$ cat src/rtl/mem_arb_pkg.sv
// Shared types and constants for the main-memory line arbiter.
// Optional feature: MEM_ARB_RR_EN selects round-robin arbitration
// (fixed priority with D winning ties otherwise).
package mem_arb_pkg;

  // Byte offset bits within a 32-byte cache line.
  localparam int LINE_OFS_W = 5;

  // Encoding of the 1-bit "last winner" register used by round-robin.
  localparam logic LAST_I = 1'b0;
  localparam logic LAST_D = 1'b1;

  typedef enum logic [1:0] {
    IDLE = 2'd0,
    BUSY = 2'd1,
    DONE = 2'd2
  } state_e;

  typedef enum logic [1:0] {
    NONE = 2'd0,
    I    = 2'd1,
    D    = 2'd2
  } owner_e;

endpackage

$ cat src/rtl/mem_arb_pick.sv
// Winner select between the I-side and D-side line requests.
// With MEM_ARB_RR_EN defined, a 1-bit last_q register remembers the
// previous winner and a tie goes to the other side (first tie goes to I).
// Without it, D always wins a tie.
module mem_arb_pick
  import mem_arb_pkg::*;
(
`ifdef MEM_ARB_RR_EN
  input  logic clk,
  input  logic rst_n,
  input  logic update,
`endif
  input  logic i_req,
  input  logic d_req,
  output logic pick_d
);

`ifdef MEM_ARB_RR_EN
  logic last_q;

  // Remember which side won the most recent grant.
  always_ff @(posedge clk or negedge rst_n) begin
    if (!rst_n) begin
      last_q <= LAST_D;
    end else if (update) begin
      last_q <= pick_d ? LAST_D : LAST_I;
    end
  end

  // D wins when it is alone, or on a tie when I won last time.
  always_comb begin
    pick_d = d_req && (!i_req || (last_q == LAST_I));
  end
`else
  // D wins whenever it requests; I only wins when D is quiet.
  always_comb begin
    pick_d = d_req;
  end
`endif

endmodule

$ cat src/rtl/mem_arbiter.sv
// Shares the single main-memory line port between the I-cache miss path
// and the D-cache fill/write-back path, one 256-bit line at a time.
// Optional feature: MEM_ARB_RR_EN (round-robin instead of D-priority).
//
// Handshake: requesters hold req until their 1-cycle ready pulse; memory
// sees mem_req held (with stable we/addr/wdata) until it returns a
// 1-cycle mem_ready_in, whose mem_rdata_in is captured that same cycle.
// A dead DONE cycle after every completion keeps a not-yet-dropped req
// from being granted twice.
module mem_arbiter
  import mem_arb_pkg::*;
#(
  parameter int ADDR_W = 32,
  parameter int LINE_W = 256
) (
  input  logic              clk,
  input  logic              rst_n,
  input  logic              i_req_in,
  input  logic [ADDR_W-1:0] i_addr_in,
  output logic [LINE_W-1:0] i_rdata_out,
  output logic              i_ready_out,
  input  logic              d_req_in,
  input  logic              d_we_in,
  input  logic [ADDR_W-1:0] d_addr_in,
  input  logic [LINE_W-1:0] d_wdata_in,
  output logic [LINE_W-1:0] d_rdata_out,
  output logic              d_ready_out,
  output logic              mem_req_out,
  output logic              mem_we_out,
  output logic [ADDR_W-1:0] mem_addr_out,
  output logic [LINE_W-1:0] mem_wdata_out,
  input  logic [LINE_W-1:0] mem_rdata_in,
  input  logic              mem_ready_in,
  output state_e            state_dbg
);

  localparam logic [ADDR_W-1:0] OFS_MASK = ADDR_W'((1 << LINE_OFS_W) - 1);

  state_e            state_q;
  state_e            state_d;
  owner_e            owner_q;
  logic              grant;
  logic              complete;
  logic              pick_d;
  logic [ADDR_W-1:0] sel_addr;
  logic              we_q;
  logic [ADDR_W-1:0] addr_q;
  logic [LINE_W-1:0] wdata_q;
  logic [LINE_W-1:0] i_rdata_q;
  logic [LINE_W-1:0] d_rdata_q;
  logic              i_ready_q;
  logic              d_ready_q;

  mem_arb_pick u_pick (
`ifdef MEM_ARB_RR_EN
    .clk    (clk),
    .rst_n  (rst_n),
    .update (grant),
`endif
    .i_req  (i_req_in),
    .d_req  (d_req_in),
    .pick_d (pick_d)
  );

  // Address of whichever side is about to win.
  always_comb begin
    sel_addr = pick_d ? d_addr_in : i_addr_in;
  end

  // Next-state: grant from IDLE, finish on mem_ready in BUSY, one dead cycle.
  always_comb begin
    state_d  = state_q;
    grant    = 1'b0;
    complete = 1'b0;
    case (state_q)
      IDLE: begin
        if (i_req_in || d_req_in) begin
          grant   = 1'b1;
          state_d = BUSY;
        end
      end
      BUSY: begin
        if (mem_ready_in) begin
          complete = 1'b1;
          state_d  = DONE;
        end
      end
      DONE: begin
        state_d = IDLE;
      end
      default: begin
        state_d = IDLE;
      end
    endcase
  end

  // State register.
  always_ff @(posedge clk or negedge rst_n) begin
    if (!rst_n) begin
      state_q <= IDLE;
    end else begin
      state_q <= state_d;
    end
  end

  // Capture the winning request; held unchanged for the whole transaction.
  always_ff @(posedge clk or negedge rst_n) begin
    if (!rst_n) begin
      owner_q <= NONE;
      we_q    <= 1'b0;
      addr_q  <= '0;
      wdata_q <= '0;
    end else if (grant) begin
      owner_q <= pick_d ? D : I;
      we_q    <= pick_d && d_we_in;
      addr_q  <= sel_addr & ~OFS_MASK;
      wdata_q <= pick_d ? d_wdata_in : '0;
    end else if (state_q == DONE) begin
      owner_q <= NONE;
    end
  end

  // Route the returned line and a 1-cycle ready pulse to the owner only.
  always_ff @(posedge clk or negedge rst_n) begin
    if (!rst_n) begin
      i_ready_q <= 1'b0;
      d_ready_q <= 1'b0;
      i_rdata_q <= '0;
      d_rdata_q <= '0;
    end else begin
      i_ready_q <= complete && (owner_q == I);
      d_ready_q <= complete && (owner_q == D);
      if (complete && (owner_q == I)) begin
        i_rdata_q <= mem_rdata_in;
      end
      if (complete && (owner_q == D)) begin
        d_rdata_q <= mem_rdata_in;
      end
    end
  end

  assign mem_req_out   = (state_q == BUSY);
  assign mem_we_out    = we_q;
  assign mem_addr_out  = addr_q;
  assign mem_wdata_out = wdata_q;
  assign i_rdata_out   = i_rdata_q;
  assign d_rdata_out   = d_rdata_q;
  assign i_ready_out   = i_ready_q;
  assign d_ready_out   = d_ready_q;
  assign state_dbg     = state_q;

endmodule

$ cat config.mk
export PLATFORM = sky130hd
export DESIGN_NAME = mem_arbiter
export DESIGN_NICKNAME = d
export VERILOG_FILES = /design/src/rtl/mem_arb_pkg.sv /design/src/rtl/mem_arb_pick.sv /design/src/rtl/mem_arbiter.sv
export SDC_FILE = /design/constraint.sdc
export NUM_CORES = 1
export LEC_CHECK = 0
export BUFFER_PORTS_ARGS = -buffer_cell sky130_fd_sc_hd__clkbuf_2
export CORE_AREA = 2 2 537 539
export CTS_CLUSTER_DIAMETER = 200
export DETAILED_ROUTE_END_ITERATION = 8
export DIE_AREA = 0 0 539 541
export PLACE_DENSITY_LB_ADDON = 0.2
export SLEW_MARGIN = 10
export SYNTH_ARGS = -nofsm -noshare
export SYNTH_HDL_FRONTEND = slang
export SYNTH_HIERARCHICAL = 1
export SYNTH_SLANG_ARGS = --single-unit
export TNS_END_PERCENT = 30
$ cat constraint.sdc
create_clock -name clk -period 2.4 [get_ports clk]
set_input_delay 0.36 -clock clk [delete_from_list [all_inputs] [get_ports clk]]
set_output_delay 0.36 -clock clk [all_outputs]
set_load 0.02 [all_outputs]
==> impl_metrics.env, run 1 <==
export IMPL_p_comb_share_pct=43.1
export IMPL_fin_skew_ps=35.8
export IMPL_drt_initial_drc_count=1242
export IMPL_crit_path_end_kind="flip-flop"
export IMPL_vias_per_cell=3.36
export IMPL_fin_crit_sh_pct=94.8
export IMPL_relSlewSlack_pct=23.5
export IMPL_irDropWorstVdd_mv=0.576
export IMPL_max_slew_worst_pin_slew_ps=1150
export IMPL_power_share_clock_pct=22.6
export IMPL_cts_root_buf="clkbuf_16"
export IMPL_dp_hpwl_um=146000
export IMPL_antenna_found_initial=87
export IMPL_period_minus_slack_ps=2280
export IMPL_drv_cap=0
export IMPL_initial_utilization_pct=10.8
export IMPL_ys_seq_area_share_pct=64.7
export IMPL_p_sw_uw=31000
export IMPL_rsz0062_at_grt="false"
export IMPL_netlist_area_um2=31000
export IMPL_setup_viol_count_final=0
export IMPL_internal_power_uw=40600
export IMPL_powerDensity_nw_per_um2=1370
export IMPL_clkTransAtPathRegs_ps=50
export IMPL_cts_buffers=108
export IMPL_setup_tns_ps=0
export IMPL_min_path_type="input pin to flip-flop"
export IMPL_htreeDepth=3
export IMPL_synth_top_cell_by_area="dfrtp_1"
export IMPL_num_vias=27682
export IMPL_synth_distinct_cells=22
export IMPL_clock_latency_ps=800
export IMPL_cts_tree="done"
export IMPL_grt_overflow=0
export IMPL_synth_seq_cells=802
export IMPL_wl_per_cell_um=22.2
export IMPL_fmax_mhz=440
export IMPL_drive_gt1_share_pct=46.7
export IMPL_final_cell_count_no_fill=8234
export IMPL_track_usage_pct=12.2
export IMPL_nFillCells=31909
export IMPL_die_area_um2=292000
export IMPL_dp_cells=7443
export IMPL_grt_pass1_wl_um=251000
export IMPL_grt_pass1_vias=29794
export IMPL_wirelength_um=183000
export IMPL_synth_area_top_cells="dfrtp_1 (65%), mux2_2 (15%), o21ai_0 (9.2%)"
export IMPL_die_w_um=539
export IMPL_hold_viol=0
export IMPL_area_growth_pct=69.1
export IMPL_crit_required_ps=3050
export IMPL_final_cell_mix="clkbuf_2 (1,369), dfrtp_1 (801), o21ai_0 (571)"
export IMPL_outcome="completed"
export IMPL_seq_area_um2=20100
export IMPL_grt_max_degree=172
export IMPL_cts_max_path_buffers=4
export IMPL_drt_pass1_iter_count=7
export IMPL_port_buffers=1372
export IMPL_power_leakage_uw=0.0241
export IMPL_swShare_pct=43.3
export IMPL_die_y_um=541
export IMPL_synthCells=2373
export IMPL_critical_path_class="flip-flop to flip-flop"
export IMPL_core_area_um2=286000
export IMPL_seqPwrFrac_pct=34.3
export IMPL_synth_warnings=6
export IMPL_io_pins=1388
export IMPL_multi_input_area_um2=10000
export IMPL_slew_viol_final=0
export IMPL_drcViolationCount=0
export IMPL_gp_congestion=0.839
export IMPL_clock_sinks=802
export IMPL_crit_fanout=17
export IMPL_rows=197
export IMPL_critPathLaunchType="flip-flop"
export IMPL_cp_arrival_ps=2920
export IMPL_hold_worst_slack_ps=41.8
export IMPL_synth_top_area_share_pct=64.7
export IMPL_syn_avg_cell_area_um2=13.1
export IMPL_final_util_pct=18.3
export IMPL_fin_nets=4929
export IMPL_power_total_uw=71600
export IMPL_final_antenna_net_count=0
export IMPL_final_common_cell="clkbuf_2"
==> critical path: stages (launching register included) <==
cell	delay (ps)
dfrtp_4	510
nand3b_4	210
nor3b_4	400
buf_12	240
buf_4	300
mux2_2	350
==> final cells by class <==
cell class,instances,share of cell area (%)
sequential,802,38.3
timing repair buffer,2049,26.8
multi-input combinational,1383,19.1
tap,3781,9.02
clock buffer,160,5.93
clock inverter,29,0.738
antenna,27,0.129
inverter,3,0.0215
==> final timing paths <==
path,startpoint,end,slack (ps),cells after the start
max in group asynchronous,rst_n,i_rdata_out[17]$_DFFE_PN0P_,1190,3
min reg2reg,i_rdata_out[49]$_DFFE_PN0P_,i_rdata_out[49]$_DFFE_PN0P_,480,1
min in group asynchronous,rst_n,d_rdata_out[42]$_DFFE_PN0P_,160,2
max,state_dbg[1]$_DFFE_PN0P_,d_rdata_out[247]$_DFFE_PN0P_,120,5
min,d_wdata_in[52],mem_wdata_out[52]$_DFFE_PN0P_,40,3
max reg2reg,state_dbg[1]$_DFFE_PN0P_,d_rdata_out[247]$_DFFE_PN0P_,120,5
==> power groups by stage <==
stage | logic, µW | clock network (µW) | registers [µW]
after floorplan | 7680 | 0 | 32000
after global placement | 30400 | 0 | 24700
after detailed placement | 30400 | 0 | 24900
after CTS | 31600 | 16900 | 24700
after global routing | 33000 | 17400 | 25500
final | 30900 | 16200 | 24500
==> cells in the mapped netlist <==
| cell | instances |
|---|---|
| mux2_1 | 93 |
| nand2b_1 | 1 |
| buf_6 | 4 |
| mux2i_1 | 27 |
| a2bb2oi_1 | 1 |
| buf_1 | 2 |
| inv_1 | 3 |
| o21bai_4 | 1 |
| nor3b_4 | 1 |
| buf_2 | 11 |
| o21ai_0 | 571 |
| nor2_1 | 1 |
| or2_2 | 1 |
| buf_4 | 51 |
| o2bb2a_1 | 1 |
| clkbuf_1 | 121 |
| nand3b_4 | 1 |
| mux2_2 | 419 |
| conb_1 | 1 |
| nor3b_2 | 1 |
| nand2_1 | 259 |
| dfrtp_1 | 802 |
==> cells by family after synthesis <==
family | synth area share [%]
AOI/OAI and AO/OA | 9.34
and+or+nand+nor | 3.35
muxes | 19.5
buffers and inverters | 3.08
DFF | 64.7
other | 0.0121
==> flip-flops by register name, indices dropped and copies added (netlist names) <==
name           count
state_dbg          2
mem_we_out         1
d_rdata_out      256
mem_wdata_out    256
mem_addr_out      27
i_rdata_out      256
d_ready_out        1
i_ready_out        1
owner_q            2
==> per-stage QoR <==
stage / setup slack (ps) / instance area, µm²
final: 125 / 52400
after floorplan: 492 / 31000
after CTS: 20.5 / 52300
after global placement: 150 / 43000
after detailed placement: 139 / 43000
after global routing: 35.0 / 52400
==> metal layers <==
| layer | global-route usage [%] | vias to the layer above | part of all wire (%) |
|---|---|---|---|
| met4 | 3.89 | 20 | 3.6 |
| met1 | 12.9 | 13878 | 37 |
| met5 | 0 | - | 0.073 |
| met2 | 22.8 | 1219 | 53 |
| li1 | - | 12250 | - |
| met3 | 3.70 | 315 | 7.1 |
==> timing repair <==
item	CTS	global route
endpoints found under the hold margin	865	0
endpoints found under the setup margin	2	1
gates resized for setup	6	0
buffers inserted	2	2
pin swaps	0	0
cloned	4	0
hold buffers	567	0
No activity file was read; power rests on OpenSTA's default activity.
==> run 2: changes to the inputs <==
--- a/config.mk
+++ b/config.mk
@@ -10,7 +10,7 @@
 export CTS_CLUSTER_DIAMETER = 200
 export DETAILED_ROUTE_END_ITERATION = 8
 export DIE_AREA = 0 0 539 541
-export PLACE_DENSITY_LB_ADDON = 0.2
+export PLACE_DENSITY = 0.3
 export SLEW_MARGIN = 10
 export SYNTH_ARGS = -nofsm -noshare
 export SYNTH_HDL_FRONTEND = slang
==> run 2 against run 1 <==
  * Utilization shrank 0.055 points
  * Register-to-register slack improved by 20 ps
  * Sequential power about the same
  * Final cell count decreased by 0.11%
  * Worst hold slack improved by 9.2 ps
  * Clock-buffer cell count grew 3
  * Sequential share of layout area increased by 0.11 points
  * Via count decreased by 0.26%
  * Largest cell class unchanged
==> impl_metrics.env, run 2 (same netlist as run 1, synthesis figures left out) <==
export IMPL_cp_arrival_ps=2890
export IMPL_powerDensity_nw_per_um2=1360
export IMPL_cts_tree="done"
export IMPL_cts_max_path_buffers=4
export IMPL_track_usage_pct=11.9
export IMPL_wirelength_um=180000
export IMPL_period_minus_slack_ps=2250
export IMPL_area_growth_pct=68.6
export IMPL_drcViolationCount=0
export IMPL_cp_buffers_inverters=2
export IMPL_rsz0062_at_grt="false"
export IMPL_final_common_cell="clkbuf_2"
export IMPL_wl_per_cell_um=21.9
export IMPL_fin_nets=4936
export IMPL_antenna_found_initial=84
export IMPL_cp_slowest_cell="dfrtp_4"
export IMPL_crit_path_end_kind="flip-flop"
export IMPL_nFillCells=31942
export IMPL_grt_pass1_vias=29512
export IMPL_cts_buffers=109
export IMPL_htreeDepth=3
export IMPL_die_area_um2=292000
export IMPL_crit_fanout=34
export IMPL_num_vias=27610
export IMPL_outcome="completed"
export IMPL_rows=197
export IMPL_critPathTopFamily="simple AND/OR/NAND/NOR gates"
export IMPL_hold_worst_slack_ps=51.0
export IMPL_io_pins=1388
export IMPL_slew_viol_final=0
export IMPL_core_area_um2=286000
export IMPL_drv_cap=0
export IMPL_port_buffers=1372
export IMPL_cts_root_buf="clkbuf_16"
export IMPL_setup_tns_ps=0
export IMPL_crit_required_ps=3040
export IMPL_vias_per_cell=3.36
export IMPL_power_leakage_uw=0.0240
export IMPL_relSlewSlack_pct=36.2
export IMPL_clkTransAtPathRegs_ps=60
export IMPL_drt_pass1_iter_count=5
export IMPL_crit_chain="nand3b_4 > nor3b_4 > buf_12 > buf_12 > mux2_2"
export IMPL_irDropWorstVdd_mv=0.604
export IMPL_clock_latency_ps=800
export IMPL_die_y_um=541
export IMPL_grt_pass1_wl_um=247000
export IMPL_grt_max_degree=161
export IMPL_fin_skew_ps=52.9
export IMPL_fin_crit_sh_pct=93.8
export IMPL_dp_hpwl_um=143000
export IMPL_drive_gt1_share_pct=46.1
export IMPL_critPathLaunchType="flip-flop"
export IMPL_final_cell_mix="clkbuf_2 (1,369), dfrtp_1 (801), dlygate4sd3_1 (588)"
export IMPL_grt_overflow=0
export IMPL_fmax_mhz=444
export IMPL_critical_path_max_stage_delay_ps=510
export IMPL_critical_path_class="flip-flop to flip-flop"
export IMPL_max_slew_worst_pin_slew_ps=957
export IMPL_final_antenna_net_count=0
export IMPL_critical_path_most_common_cell="buf_12"
export IMPL_initial_utilization_pct=10.8
export IMPL_drt_initial_drc_count=1228
export IMPL_setup_viol_count_final=0
export IMPL_gp_congestion=0.804
export IMPL_die_w_um=539
export IMPL_hold_viol=0
export IMPL_min_path_type="input pin to flip-flop"
export IMPL_clock_sinks=802
-- run 2: worst register-to-register path, delay by kind of cell, from the launching register on --
family,cells,cell delay [ps]
buffers and inverters,2,630
DFF,1,510
muxes,1,400
and+or+nand+nor,2,550
-- run 2: per-stage QoR --
| stage | worst slack, ps | utilization (%) | total power, µW | std cells | cell area, µm² |
|---|---|---|---|---|---|
| floorplan | 492 | - | 39700 | 2377 | 31000 |
| global placement | 232 | 15.0 | 55100 | 7431 | 42800 |
| detailed placement | 208 | 15.0 | 55300 | 7431 | 42800 |
| CTS | 17.4 | 18.2 | 72800 | 8201 | 52200 |
| global route | 27.2 | 18.2 | 75300 | 8222 | 52300 |
| finish | 150 | 18.2 | 71100 | 8225 | 52300 |
-- run 2: what timing repair did --
| item | 4_1_cts | 5_1_grt |
|---|---|---|
| gates resized for setup | 8 | 0 |
| setup buffers | 2 | 0 |
| hold buffers | 587 | 1 |
| setup endpoints to repair | 2 | 0 |
| hold endpoints to repair | 810 | 1 |
-- run 2: final timing paths --
kind / startpoint / end / slack [ps] / depth (start not counted)
worst max-delay path: state_dbg[1]$_DFFE_PN0P_ / i_rdata_out[247]$_DFFE_PN0P_ / 150 / 5
worst min-delay path: d_wdata_in[1] / mem_wdata_out[1]$_DFFE_PN0P_ / 50 / 3
max in group asynchronous: rst_n / d_rdata_out[254]$_DFFE_PN0P_ / 1160 / 4
worst max register to register: state_dbg[1]$_DFFE_PN0P_ / i_rdata_out[247]$_DFFE_PN0P_ / 150 / 5
worst min register to register: i_rdata_out[50]$_DFFE_PN0P_ / i_rdata_out[50]$_DFFE_PN0P_ / 480 / 1
min in group asynchronous: rst_n / i_rdata_out[56]$_DFFE_PN0P_ / 230 / 2
-- run 2: where the power goes --
group	internal [µW]	leakage (µW)	switching [µW]
registers	20300	0.00998	4350
clock network	9290	0.00164	6430
logic	10600	0.0124	20200
-- run 2: layout make-up --
type | instances | area, µm² | area share, %
multi-input combinational | 1383 | 10000 | 19.1
inverter | 3 | 11.3 | 0.0215
sequential | 802 | 20100 | 38.4
clock buffer | 163 | 3160 | 6.05
timing repair buffer | 2055 | 14000 | 26.9
tap | 3781 | 4730 | 9.05
antenna | 23 | 57.6 | 0.110
clock inverter | 15 | 183 | 0.350
-- run 2: layer usage --
layer  share of wire [%]  up-vias  track usage [%]
met1                  36    13814             12.3
met5               0.071        -                0
met2                  52     1205             22.1
met3                 7.3      329             3.87
met4                 4.2       20             4.51
li1                    -    12242                -
